**config.mk**
```make
export PLATFORM = sky130hd
export DESIGN_NAME = mem_burst_master_flat
export DESIGN_NICKNAME = d
export VERILOG_FILES = /design/src/rtl/mem_burst_master_if.sv /design/src/rtl/mem_burst_master.sv /design/src/flat_wrapper.sv
export SDC_FILE = /design/constraint.sdc
export NUM_CORES = 1
export LEC_CHECK = 0
export ABC_CLOCK_PERIOD_IN_PS = 4300
export BUFFER_PORTS_ARGS = -buffer_cell sky130_fd_sc_hd__buf_2
export CORE_ASPECT_RATIO = 1.4
export CORE_UTILIZATION = 31
export DETAILED_ROUTE_END_ITERATION = 6
export PLACE_DENSITY = 0.56
export SYNTH_ARGS = -nofsm -noshare
export SYNTH_HDL_FRONTEND = slang
export SYNTH_SLANG_ARGS = --single-unit
```
**constraint.sdc**
```tcl
create_clock -name clk -period 4.3 [get_ports clk]
set_input_delay 0.43 -clock clk [delete_from_list [all_inputs] [get_ports clk]]
set_output_delay 0.43 -clock clk [all_outputs]
set_load 0.02 [all_outputs]
```
**src/rtl/mem_burst_master_if.sv**
```systemverilog
// mem_burst_master_if: command port, write/read beat streams and memory-side bus
// for the burst master. The master modport is the burst master's view.
interface mem_burst_master_if #(
  parameter int unsigned AW = 4,
  parameter int unsigned DW = 8
);
  logic          cmd_valid;
  logic          cmd_ready;
  logic [1:0]    cmd_op;
  logic [AW-1:0] cmd_addr;
  logic [3:0]    cmd_len;
  logic [DW-1:0] cmd_fill_data;

  logic          wr_valid;
  logic          wr_ready;
  logic [DW-1:0] wr_data;

  logic          rd_valid;
  logic          rd_ready;
  logic [DW-1:0] rd_data;

  logic [AW-1:0] mem_addr;
  logic          mem_wen;
  logic          mem_ren;
  logic [DW-1:0] mem_wdata;
  logic [DW-1:0] mem_rdata;

  logic          busy;
  logic          done;
  logic          err;

  modport master (
    input  cmd_valid, cmd_op, cmd_addr, cmd_len, cmd_fill_data,
    input  wr_valid, wr_data, rd_ready, mem_rdata,
    output cmd_ready, wr_ready, rd_valid, rd_data,
    output mem_addr, mem_wen, mem_ren, mem_wdata, busy, done, err
  );

  modport slave (
    output cmd_valid, cmd_op, cmd_addr, cmd_len, cmd_fill_data,
    output wr_valid, wr_data, rd_ready, mem_rdata,
    input  cmd_ready, wr_ready, rd_valid, rd_data,
    input  mem_addr, mem_wen, mem_ren, mem_wdata, busy, done, err
  );
endinterface

```
**src/rtl/mem_burst_master.sv**
```systemverilog
// mem_burst_master: turns burst commands into single-beat register-file accesses.
// Define MEM_BURST_MASTER_FILL_EN to enable the fill op (cmd_op=10).
module mem_burst_master #(
  parameter int unsigned DEPTH = 8,
  parameter int unsigned AW    = 4,
  parameter int unsigned DW    = 8
) (
  input logic                clk,
  input logic                rst_n,
  mem_burst_master_if.master bus
);
  localparam int unsigned   LW        = 4;
  localparam logic [AW-1:0] LAST_ADDR = AW'(DEPTH - 1);

  typedef enum logic [1:0] {IDLE, WR, RD, DRAIN} state_e;

  state_e        state_q, state_d;
  logic [AW-1:0] addr_q, addr_d;
  logic [LW-1:0] rem_q, rem_d;
  logic          cmd_ready_q, cmd_ready_d;
  logic          busy_q, busy_d;
  logic          done_q, done_d;
  logic          err_q, err_d;
  logic          rd_valid_q, rd_valid_d;
  logic [DW-1:0] rd_data_q, rd_data_d;

  logic [AW-1:0] addr_inc_c;
  logic          op_ok_c;
  logic          fill_active_c;
  logic          beat_c;
  logic          ren_c;

`ifdef MEM_BURST_MASTER_FILL_EN
  logic          fill_q, fill_d;
  logic [DW-1:0] fill_data_q, fill_data_d;

  assign fill_active_c = fill_q;
  assign op_ok_c       = (bus.cmd_op != 2'b11);

  always_ff @(posedge clk or posedge rst_n) begin
    if (rst_n) begin
      fill_q      <= 1'b0;
      fill_data_q <= '0;
    end else begin
      fill_q      <= fill_d;
      fill_data_q <= fill_data_d;
    end
  end
`else
  assign fill_active_c = 1'b0;
  assign op_ok_c       = !bus.cmd_op[1];
`endif

  assign addr_inc_c = (addr_q == LAST_ADDR) ? '0 : addr_q + AW'(1);

  always_ff @(posedge clk or posedge rst_n) begin
    if (rst_n) begin
      state_q     <= IDLE;
      addr_q      <= '0;
      rem_q       <= '0;
      cmd_ready_q <= 1'b0;
      busy_q      <= 1'b0;
      done_q      <= 1'b0;
      err_q       <= 1'b0;
      rd_valid_q  <= 1'b0;
      rd_data_q   <= '0;
    end else begin
      state_q     <= state_d;
      addr_q      <= addr_d;
      rem_q       <= rem_d;
      cmd_ready_q <= cmd_ready_d;
      busy_q      <= busy_d;
      done_q      <= done_d;
      err_q       <= err_d;
      rd_valid_q  <= rd_valid_d;
      rd_data_q   <= rd_data_d;
    end
  end

  // Next-state, beat sequencing and the memory-side strobes
  always_comb begin
    state_d       = state_q;
    addr_d        = addr_q;
    rem_d         = rem_q;
    done_d        = 1'b0;
    err_d         = 1'b0;
    rd_valid_d    = rd_valid_q;
    rd_data_d     = rd_data_q;
    beat_c        = 1'b0;
    ren_c         = 1'b0;
    bus.wr_ready  = 1'b0;
    bus.mem_addr  = '0;
    bus.mem_wen   = 1'b0;
    bus.mem_ren   = 1'b0;
    bus.mem_wdata = '0;
`ifdef MEM_BURST_MASTER_FILL_EN
    fill_d        = fill_q;
    fill_data_d   = fill_data_q;
`endif

    case (state_q)
      IDLE: begin
        if (cmd_ready_q && bus.cmd_valid) begin
          if ((bus.cmd_addr > LAST_ADDR) || !op_ok_c) begin
            err_d = 1'b1;
          end else begin
            addr_d  = bus.cmd_addr;
            rem_d   = bus.cmd_len;
            state_d = (bus.cmd_op == 2'b00) ? RD : WR;
`ifdef MEM_BURST_MASTER_FILL_EN
            fill_d      = (bus.cmd_op == 2'b10);
            fill_data_d = bus.cmd_fill_data;
`endif
          end
        end
      end

      WR: begin
        bus.mem_addr = addr_q;
`ifdef MEM_BURST_MASTER_FILL_EN
        if (fill_active_c) begin
          bus.mem_wen   = 1'b1;
          bus.mem_wdata = fill_data_q;
          beat_c        = 1'b1;
        end else begin
          bus.wr_ready  = 1'b1;
          bus.mem_wen   = bus.wr_valid;
          bus.mem_wdata = bus.wr_data;
          beat_c        = bus.wr_valid;
        end
`else
        bus.wr_ready  = !fill_active_c;
        bus.mem_wen   = bus.wr_valid;
        bus.mem_wdata = bus.wr_data;
        beat_c        = bus.wr_valid;
`endif
        if (beat_c) begin
          addr_d = addr_inc_c;
          rem_d  = rem_q - LW'(1);
          if (rem_q == '0) begin
            state_d = IDLE;
            done_d  = 1'b1;
          end
        end
      end

      RD: begin
        // Issue a new beat only when the output register is free or being drained
        ren_c        = !rd_valid_q || bus.rd_ready;
        bus.mem_ren  = ren_c;
        bus.mem_addr = addr_q;
        if (ren_c) begin
          rd_data_d  = bus.mem_rdata;
          rd_valid_d = 1'b1;
          addr_d     = addr_inc_c;
          rem_d      = rem_q - LW'(1);
          if (rem_q == '0) begin
            state_d = DRAIN;
          end
        end
      end

      DRAIN: begin
        if (rd_valid_q && bus.rd_ready) begin
          rd_valid_d = 1'b0;
          state_d    = IDLE;
          done_d     = 1'b1;
        end
      end

      default: state_d = IDLE;
    endcase

    cmd_ready_d = (state_d == IDLE);
    busy_d      = (state_d != IDLE);
  end

  assign bus.cmd_ready = cmd_ready_q;
  assign bus.busy      = busy_q;
  assign bus.done      = done_q;
  assign bus.err       = err_q;
  assign bus.rd_valid  = rd_valid_q;
  assign bus.rd_data   = rd_data_q;
endmodule

```
**src/flat_wrapper.sv**
```systemverilog
// flat-port wrapper written by rule: the top's interface ports become plain ports
module mem_burst_master_flat 
#(
  parameter int unsigned DEPTH = 8,
  parameter int unsigned AW    = 4,
  parameter int unsigned DW    = 8
)
  (clk, rst_n, bus_cmd_valid, bus_cmd_op, bus_cmd_addr, bus_cmd_len, bus_cmd_fill_data, bus_wr_valid, bus_wr_data, bus_rd_ready, bus_mem_rdata, bus_cmd_ready, bus_wr_ready, bus_rd_valid, bus_rd_data, bus_mem_addr, bus_mem_wen, bus_mem_ren, bus_mem_wdata, bus_busy, bus_done, bus_err);
  mem_burst_master_if #(.AW(AW), .DW(DW)) bus_i ();
  input logic clk;
  input logic rst_n;
  input wire logic [$bits(bus_i.cmd_valid)-1:0] bus_cmd_valid;
  input wire logic [$bits(bus_i.cmd_op)-1:0] bus_cmd_op;
  input wire logic [$bits(bus_i.cmd_addr)-1:0] bus_cmd_addr;
  input wire logic [$bits(bus_i.cmd_len)-1:0] bus_cmd_len;
  input wire logic [$bits(bus_i.cmd_fill_data)-1:0] bus_cmd_fill_data;
  input wire logic [$bits(bus_i.wr_valid)-1:0] bus_wr_valid;
  input wire logic [$bits(bus_i.wr_data)-1:0] bus_wr_data;
  input wire logic [$bits(bus_i.rd_ready)-1:0] bus_rd_ready;
  input wire logic [$bits(bus_i.mem_rdata)-1:0] bus_mem_rdata;
  output wire logic [$bits(bus_i.cmd_ready)-1:0] bus_cmd_ready;
  output wire logic [$bits(bus_i.wr_ready)-1:0] bus_wr_ready;
  output wire logic [$bits(bus_i.rd_valid)-1:0] bus_rd_valid;
  output wire logic [$bits(bus_i.rd_data)-1:0] bus_rd_data;
  output wire logic [$bits(bus_i.mem_addr)-1:0] bus_mem_addr;
  output wire logic [$bits(bus_i.mem_wen)-1:0] bus_mem_wen;
  output wire logic [$bits(bus_i.mem_ren)-1:0] bus_mem_ren;
  output wire logic [$bits(bus_i.mem_wdata)-1:0] bus_mem_wdata;
  output wire logic [$bits(bus_i.busy)-1:0] bus_busy;
  output wire logic [$bits(bus_i.done)-1:0] bus_done;
  output wire logic [$bits(bus_i.err)-1:0] bus_err;
  assign bus_i.cmd_valid = bus_cmd_valid;
  assign bus_i.cmd_op = bus_cmd_op;
  assign bus_i.cmd_addr = bus_cmd_addr;
  assign bus_i.cmd_len = bus_cmd_len;
  assign bus_i.cmd_fill_data = bus_cmd_fill_data;
  assign bus_i.wr_valid = bus_wr_valid;
  assign bus_i.wr_data = bus_wr_data;
  assign bus_i.rd_ready = bus_rd_ready;
  assign bus_i.mem_rdata = bus_mem_rdata;
  assign bus_cmd_ready = bus_i.cmd_ready;
  assign bus_wr_ready = bus_i.wr_ready;
  assign bus_rd_valid = bus_i.rd_valid;
  assign bus_rd_data = bus_i.rd_data;
  assign bus_mem_addr = bus_i.mem_addr;
  assign bus_mem_wen = bus_i.mem_wen;
  assign bus_mem_ren = bus_i.mem_ren;
  assign bus_mem_wdata = bus_i.mem_wdata;
  assign bus_busy = bus_i.busy;
  assign bus_done = bus_i.done;
  assign bus_err = bus_i.err;
  mem_burst_master #(.DEPTH(DEPTH), .AW(AW), .DW(DW)) u_core (.clk(clk), .rst_n(rst_n), .bus(bus_i));
endmodule
```
Word level (Yosys, flattened, before mapping)
Cells that the tools add are included.

word-level totals
  output and inout bits = 28
  flip-flop bits (word level) = 23
  logic and storage cells = 72

operators by class
  mux-type cells = 35
  equal/unequal tests = 9
  reduce and logical (&&, ||, !) cells = 16
  $add $sub $neg = 2
  $lt $le $gt $ge = 1

operator list
  kind                                                                             number
  4-bit two-way mux                                                                10
  4-bit one-hot mux with 3 select lines                                            2
  2-bit two-way mux                                                                8
  1-bit two-way mux                                                                11
  8-bit two-way mux                                                                1
  2-bit one-hot mux with 4 select lines                                            1
  2-bit zero test                                                                  3
  2-bit by 1-bit inequality test with 1-bit output, second input constant          3
  5-bit AND reduction                                                              1
  4-bit by 1-bit adder with 4-bit output, second input constant                    1
  2-bit equality test, second input constant                                       2
  4-bit by 3-bit equality test with 1-bit output, second input constant            1
  4-bit by 3-bit greater-than comparator with 1-bit output, second input constant  1
  4-bit zero test                                                                  1
  2-bit inequality test, second input constant                                     2
  1-bit one-hot mux with 2 select lines                                            2
  2-bit nonzero test                                                               2
  4-bit by 1-bit subtractor with 4-bit output, second input constant               1
  3-bit AND reduction                                                              1
  3-bit nonzero test                                                               1
  2-bit by 1-bit equality test with 1-bit output, second input constant            1
  1-bit logical AND                                                                2
  1-bit logical OR                                                                 2
  2-bit AND reduction                                                              1
  2 further kinds                                                                  2

Logic depth before layout (Yosys ltp)
Gate-level depths: netlist of run 1.

  word-level depth = 6
  depth in mapped cells = 7
  gate-level depth less buffers = 6

Worst setup path before layout of run 1
No wires, ideal clock.

  path type = register -> output
  from = reg u_core.state_q[0]
  to = out bus_mem_addr[1]
  path buffers = 2
  required time = 3.870 ns
  arrival time = 1.499 ns
  slack = 2.371 ns
  stages on the path, launching flop included = 6
  cell sequence = dfrtp_1 -> inv_1 -> ha_1 -> clkbuf_1 -> buf_2 -> and2_1

on the way
  word-level cells in the longest chain between the ends = 3
  elaborated cells between the ends (all ways) = 4
  classes of those cells = eq/ne (2); mux (1); reduce/logical (1)

RTL lines
  what                                                                                          line                     RTL
  from (decl)                                                                                   mem_burst_master.sv:17   state_e state_q, state_d;
  from (signal assigned)                                                                        mem_burst_master.sv:68   state_q <= state_d;
  2-bit by 1-bit equality test with 1-bit output / 2-bit equality test (equally long branches)  mem_burst_master.sv:101  case (state_q)
  2-bit OR reduction (no line) *                                                                n/a
  4-bit two-way mux *                                                                           mem_burst_master.sv:101
  to (decl)                                                                                     flat_wrapper.sv:25       output wire logic [$bits(bus_i.mem_addr)-1:0] bus_mem_addr;

Every way passes the cells marked *; elsewhere a longest branch is shown, timed or not.

Worst setup path after layout of run 1
  from = reg u_core.state_q[0]
  to = reg u_core.rem_q[2]

on the way
  word-level cells in the longest chain between the ends = 3
  elaborated cells between the ends (all ways) = 10
  classes of those cells = eq/ne (6); mux (1); reduce/logical (3)

RTL lines
  what                                                                                      line                     RTL
  2-bit equality test, or another cell as far along                                         mem_burst_master.sv:101
  2-bit by 1-bit inequality test with 1-bit output (no line), or another cell as far along  n/a
  5-bit AND reduction (no line)                                                             n/a
  to (signal assigned)                                                                      mem_burst_master.sv:70   rem_q <= rem_d;
  to (decl)                                                                                 mem_burst_master.sv:19   logic [LW-1:0] rem_q, rem_d;

Parallel ways exist; a longest one is shown, timed or not.
A chain may end at the register's enable or synchronous reset.

==> metrics, run 1 <==
fmax=428.4 MHz; worst hold path class=input port to asynchronous set/reset pin; crit-path leading delay family=compound AO/OA/AOI/OAI gates; DR pass1 iterations=6; Post-Synthesis Cells=126; synth top area cells=dfrtp_1, mux2_2, ha_1; Antenna Cells=0; CTS max path bufs=2; unrepaired setup endpoints after global routing=false; CTS root buffer=clkbuf_8; register clock-pin slew on the reported worst setup and hold paths=0.09 ns; Final setup viols=0; Final Instance Count excl. Fillers=227; ys flop type=dfrtp_1; pre-CTS setup slack=1.955 ns; Worst-Skew Late Latency=0.27 ns; # Max-Cap Violations=0; initial antenna violation count=0; htree depth=1; drt total wl=2870 µm; vias in the first global route=1125; worst setup margin=1.966 ns; io pins=67; via density per instance=4.925; r2r endpoint=u_core.rem_q[2]; Crit Path Category=flip-flop to flip-flop; mapped cell area=1320 µm²; commonest non-fill, non-tap cell in the layout=buf_2; Residual DRC=12; Final Hold Fails=0; post-synthesis register bit count=23; failing checks=DRC; peak supply drop=0.2390 mV; Max Slew Vio Count=0; Die W=57.15 µm; Reg-to-Reg Start=u_core.state_q[0]; CP Max Fanout=17; post-synth top area cell=dfrtp_1; average size of a mapped cell=10.48 µm²; Die Height=79.21 µm; synth warn=0; core area=4020 µm²; sequential element share of the synthesized area=43.60%; detailed-route via count=1118; placed instance count=223; global-route wire length before repair=4933 µm; Rel. slew slack=36.76%; Critical Path RT=4.49 ns; dpl hpwl=2232 µm; Tot Pwr=1.201 mW; Die ar.=4527 µm²; Post-synth EDFFs=0; arrival time worst endpoint=2.53 ns; Worst Tran Pin Value=0.9485 ns; Num CTS Buffers=3; CTS tree=yes; Synthesized Nets=172; input/output buffers=58; post-cts sizing count=0; post-layout min period=2.334 ns; grt ovf=0; layout cells sized above 1=41.30%; starting density of the core=32.84%; FP Rows=27; Critical Path Start Type=flip-flop; Worst Path Buf+Inv=1; crit share post-route=54.29%; Final Skew=0.003711 ns; CP max-delay cell=a2111oi_4; Final nets=231; most frequent cells in the layout=buf_2, dfrtp_1, and2_1; ANT nets after route=0; drt wl/cell=12.64 µm; run status=complete, but fails checks; Tot GR Track Use=13.87%; Reg2Reg Depth=6; crit-path cells=inv_1 -> ha_1 -> and3b_1 -> a2111oi_4 -> a21oi_1 -> a21oi_1; Final TNS setup=0 ns; most used cell, CP=a21oi_1; crit path capture type=flip-flop; hold buffers post-CTS=0; final core occ=42.02%; setup bufs post-CTS=0; GPL Wtd Cong=0.7712; leakage=0.8436 nW; largest net degree at the start of global routing=24; Synth-to-Final Area Change=27.96%; CP peak stage delay=0.87 ns; Power Dens Cells=711.3 nW/µm²; Clock Sinks=23; 1st-iter DRT viols=59; reg2reg setup slack=1.97 ns; area share of the leading cell type in the synthesized netlist=43.60%; ys async rst share=100.0%; Cell variety after synth=38
-- cells by family (layout without fill, tap and decap cells) --
logic type / after synthesis / count (layout) / synth area share [%]
buf+inv: 15 / 73 / 5.024
mux: 11 / 11 / 9.100
flops: 23 / 23 / 43.60
fa+ha+maj: 7 / 7 / 6.635
simple gates: 38 / 38 / 17.82
compound gates: 32 / 32 / 17.82
-- where the power goes --
part / switching (mW) / internal, mW
logic: 0.397 / 0.282
clock network: 0.0717 / 0.0647
registers: 0.0687 / 0.318
-- worst register-to-register path: stages (launching register included) --
cell and delay [ns]:
dfrtp_1 0.45, inv_1 0.11, ha_1 0.29, and3b_1 0.24, a2111oi_4 0.87, a21oi_1 0.15
a21oi_1 0.16
-- final cells by class --
class | count | area (µm²)
Multi-Input combinational cell | 88 | 678.2
Tap cell | 43 | 53.80
Sequential cell | 23 | 575.6
Clock buffer | 3 | 41.29
Fill cell | 418 | 2331
Clock inverter | 1 | 5.005
Timing Repair Buffer | 59 | 297.8
Inverter | 10 | 37.54
-- metrics by stage --
step	hold slack (ns)	area, µm²
after floorplan	0.4319	1320
after global placement	0.4878	1643
after detailed placement	0.4912	1643
after CTS	0.3803	1689
after global routing	0.3848	1689
final	0.3463	1689
-- state kept, by name (all words and copies together), names as in the netlist --
name,flops
u_core.addr_q,4
u_core.bus.busy,1
u_core.bus.cmd_ready,1
u_core.bus.done,1
u_core.bus.err,1
u_core.bus.rd_data,8
u_core.bus.rd_valid,1
u_core.rem_q,4
u_core.state_q,2
-- synth_stat cells, types with 2 or more instances --
library cell  instances
clkbuf_1              2
a21oi_1              12
mux2i_1               3
a21boi_0              2
inv_1                10
mux2_2                8
o2bb2ai_1             2
nand3_1               3
ha_1                  7
buf_2                 2
nor2_1                3
nand2b_1              3
dfrtp_1              23
nor3_1                2
o21ai_0               3
and2_1               13
o22ai_1               2
nand2_1               6
-- per-layer routing --
layer | routed length, µm | share of wire (%) | track usage [%]
met3 | 119 | 4.1 | 1.629
met5 | 0 | 0 | 0
met4 | 42 | 1.5 | 5.854
met1 | 1115 | 39 | 14.53
met2 | 1592 | 55 | 27.06
-- worst max-delay path by stage --
stage	endpoint	cells after the start	start	slack (ns)
after floorplan	bus_mem_addr[1]	5	u_core.state_q[0]	2.37
after global placement	u_core.rem_q[2]	6	u_core.state_q[0]	2.02
after detailed placement	u_core.rem_q[2]	6	u_core.state_q[0]	1.96
after CTS	u_core.rem_q[2]	6	u_core.state_q[0]	1.94
after global routing	u_core.rem_q[3]	6	u_core.state_q[0]	1.74
final	u_core.rem_q[2]	6	u_core.state_q[0]	1.97
No activity file was read; power rests on OpenSTA's default activity.
==> inputs of run 2 (changes only) <==
--- a/config.mk
+++ b/config.mk
@@ -5,12 +5,12 @@
 export SDC_FILE = /design/constraint.sdc
 export NUM_CORES = 1
 export LEC_CHECK = 0
-export ABC_CLOCK_PERIOD_IN_PS = 4300
+export ABC_CLOCK_PERIOD_IN_PS = 1900
 export BUFFER_PORTS_ARGS = -buffer_cell sky130_fd_sc_hd__buf_2
 export CORE_ASPECT_RATIO = 1.4
 export CORE_UTILIZATION = 31
 export DETAILED_ROUTE_END_ITERATION = 6
-export PLACE_DENSITY = 0.56
+export PLACE_DENSITY = 0.58
 export SYNTH_ARGS = -nofsm -noshare
 export SYNTH_HDL_FRONTEND = slang
 export SYNTH_SLANG_ARGS = --single-unit
==> constraint.sdc (replaced) <==
create_clock -name clk -period 1.9 [get_ports clk]
set_input_delay 0.19 -clock clk [delete_from_list [all_inputs] [get_ports clk]]
set_output_delay 0.19 -clock clk [all_outputs]
set_load 0.02 [all_outputs]
==> run 2 against run 1 <==
Net effect:
- the run still ends with DRC left
- clock skew decreased by 0.0023 ns
- register-to-register slack got worse by 1.8 ns
- wire length increased by 8.1%
- power increased by 140%
- final area increased by 7.0%
- sequential cell count unchanged
- first-iteration DRC count decreased by 32%
- sequential share of layout area decreased by 2.2 points
- worst hold slack got worse by 0.19 ns
- clock power increased by 120%
- via count increased by 6.0%
- critical endpoint is now bus_mem_addr[3]
==> metrics, run 2 (synthesized netlist as in run 1, its figures left out) <==
via density per instance=4.938 (+0.25%); Sequential Power Share=30.2% (-2.0 points); failing checks=DRC; placed instance count=230 (+3.1%); Worst-Skew Late Latency=0.26 ns (about the same); Critical Path Start Type=flip-flop; htree depth=1 (unchanged); Setup crit end=bus_mem_addr[3]; peak supply drop=0.6205 mV (+160%); multi-input combinational cell area=683.2 µm² (+0.74%); FP Rows=27 (unchanged); Crit Path Category=flip-flop to output pin; Final TNS setup=0 ns (unchanged); worst hold path class=input port to flip-flop; cell internal pwr=1.624 mW (+140%); CTS tree=yes; Max Slew Vio Count=0 (unchanged); r2r endpoint=u_core.state_q[0]; register clock-pin slew on the reported worst setup and hold paths=0.08 ns (about the same); Num CTS Buffers=3 (unchanged); unrepaired setup endpoints after global routing=true; Reg-to-Reg Start=u_core.rem_q[0]; starting density of the core=32.84% (unchanged); # fillers=398 (-4.8%); Reg2Reg Depth=7 (+1); CTS root buffer=clkbuf_8; Power Dens Cells=1592 nW/µm² (+120%); Critical Path RT=1.71 ns (-2.78 ns); layout cells sized above 1=45.69% (+4.4 points); Tot GR Track Use=14.67% (+0.80 points); combinational share of power=59.6% (+3.1 points); Final Instance Count excl. Fillers=240 (+5.7%); Final setup viols=0 (unchanged); commonest non-fill, non-tap cell in the layout=buf_2; Clock Sinks=23 (unchanged); most frequent cells in the layout=buf_2, dfrtp_1, and2_1; Final Skew=0.001450 ns (-0.002261 ns); CTS max path bufs=2 (unchanged); Worst Hold Depth=2; global-route wire length before repair=5168 µm (+4.8%); Psw=1.253 mW (+130%); reg2reg setup slack=0.16 ns (-1.81 ns); CP Max Fanout=9 (-8); drt wl/cell=12.93 µm (+2.2%); fmax=552.4 MHz; leakage=0.9123 nW (+8.1%); Final Hold Fails=0 (unchanged); Worst Tran Pin Value=0.3211 ns (-0.6275 ns); run status=complete, but fails checks; Die Height=79.21 µm (unchanged); Residual DRC=8 (-4); Die W=57.15 µm (unchanged); worst setup margin=0.08955 ns (-1.876 ns); core area=4020 µm² (unchanged); dpl hpwl=2430 µm (+8.9%); flip-flop and latch area=575.6 µm² (unchanged); Synth-to-Final Area Change=36.87%; Clk network pwr share=10.2% (-1.2 points); Die ar.=4527 µm² (unchanged); io pins=67 (unchanged); switching portion of total power=43.55% (-1.2 points); ANT nets after route=0 (unchanged); crit share post-route=95.29%; 1st-iter DRT viols=40 (-32%); largest net degree at the start of global routing=24 (unchanged); Rel. slew slack=78.40% (+42 points); input/output buffers=58 (unchanged); detailed-route via count=1185 (+6.0%); Crit. Startpoint=u_core.state_q[1]; hold path start=bus_rd_ready; Antenna Cells=0 (unchanged); # Max-Cap Violations=0 (unchanged); pre-CTS setup slack=0.1407 ns (-1.814 ns); grt ovf=0 (unchanged); DR pass1 iterations=6 (unchanged); crit path capture type=output pin; max reg flops=8 (unchanged); GPL Wtd Cong=0.7680 (-0.41%); vias in the first global route=1195 (+6.2%); Final nets=244 (+5.6%); initial antenna violation count=0 (unchanged); arrival time worst endpoint=1.62 ns (-0.91 ns); drt total wl=3102 µm (+8.1%); post-layout min period=1.810 ns
[run 2: cell types whose count changed in the layout (fill, tap and decap cells not counted), sizes merged]
cell,change
dlygate4sd3,+1
buf,+12
[run 2: worst min-delay path by stage]
stage                            endpoint  slack [ns]
finish                u_core.bus.rd_valid        0.15
global route        u_core.bus.rd_data[7]        0.14
CTS                 u_core.bus.rd_data[7]        0.15
detailed placement  u_core.bus.rd_data[1]        0.25
global placement    u_core.bus.rd_data[3]        0.25
floorplan                u_core.addr_q[0]        0.19
[run 2: routing by layer]
layer  share of wire (%)  up-vias  GRT usage, %
li1                    -      583             -
met1                  39      556         15.30
met2                  54       44         28.35
met3                 5.4        2         1.954
met4                 1.1        0         6.585
met5                   0        -             0
[run 2: repair_timing]
action / 4_1_cts / 5_1_grt
resized for setup: 0 / 2
hold buffers: 1 / 0
endpoints found under the setup margin: 0 / 9
endpoints found under the hold margin: 23 / 0
buffers inserted: 0 / 5
[run 2: per-stage QoR]
step / instance area (µm²) / hold slack [ns] / util (%) / power [mW]
after floorplan: 1320 / 0.1919 / - / 2.040
after global placement: 1708 / 0.2495 / 42.48 / 2.514
after detailed placement: 1708 / 0.2539 / 42.48 / 2.581
after CTS: 1764 / 0.1460 / 43.88 / 2.895
after global routing: 1807 / 0.1423 / 44.94 / 3.144
final: 1807 / 0.1526 / 44.94 / 2.877
[run 2: cell type report]
class | count | share of cell area (%)
Multi-Input combinational cell | 88 | 37.81
Sequential cell | 23 | 31.86
Timing Repair Buffer | 72 | 22.71
Tap cell | 43 | 2.978
Clock buffer | 3 | 2.285
Inverter | 10 | 2.078
Clock inverter | 1 | 0.2770
[run 2: power by group through the flow]
stage,sequential [mW],clock [mW],combinational (mW)
floorplan,1.02,0,1.02
global placement,0.864,0,1.65
detailed placement,0.880,0,1.70
CTS,0.871,0.313,1.71
global route,0.906,0.333,1.90
finish,0.869,0.293,1.71
[run 2: critical path: stages, from the launching register on]
cell	delay, ns
dfrtp_1	0.45
inv_1	0.12
ha_2	0.45
and2_1	0.18
buf_2	0.17
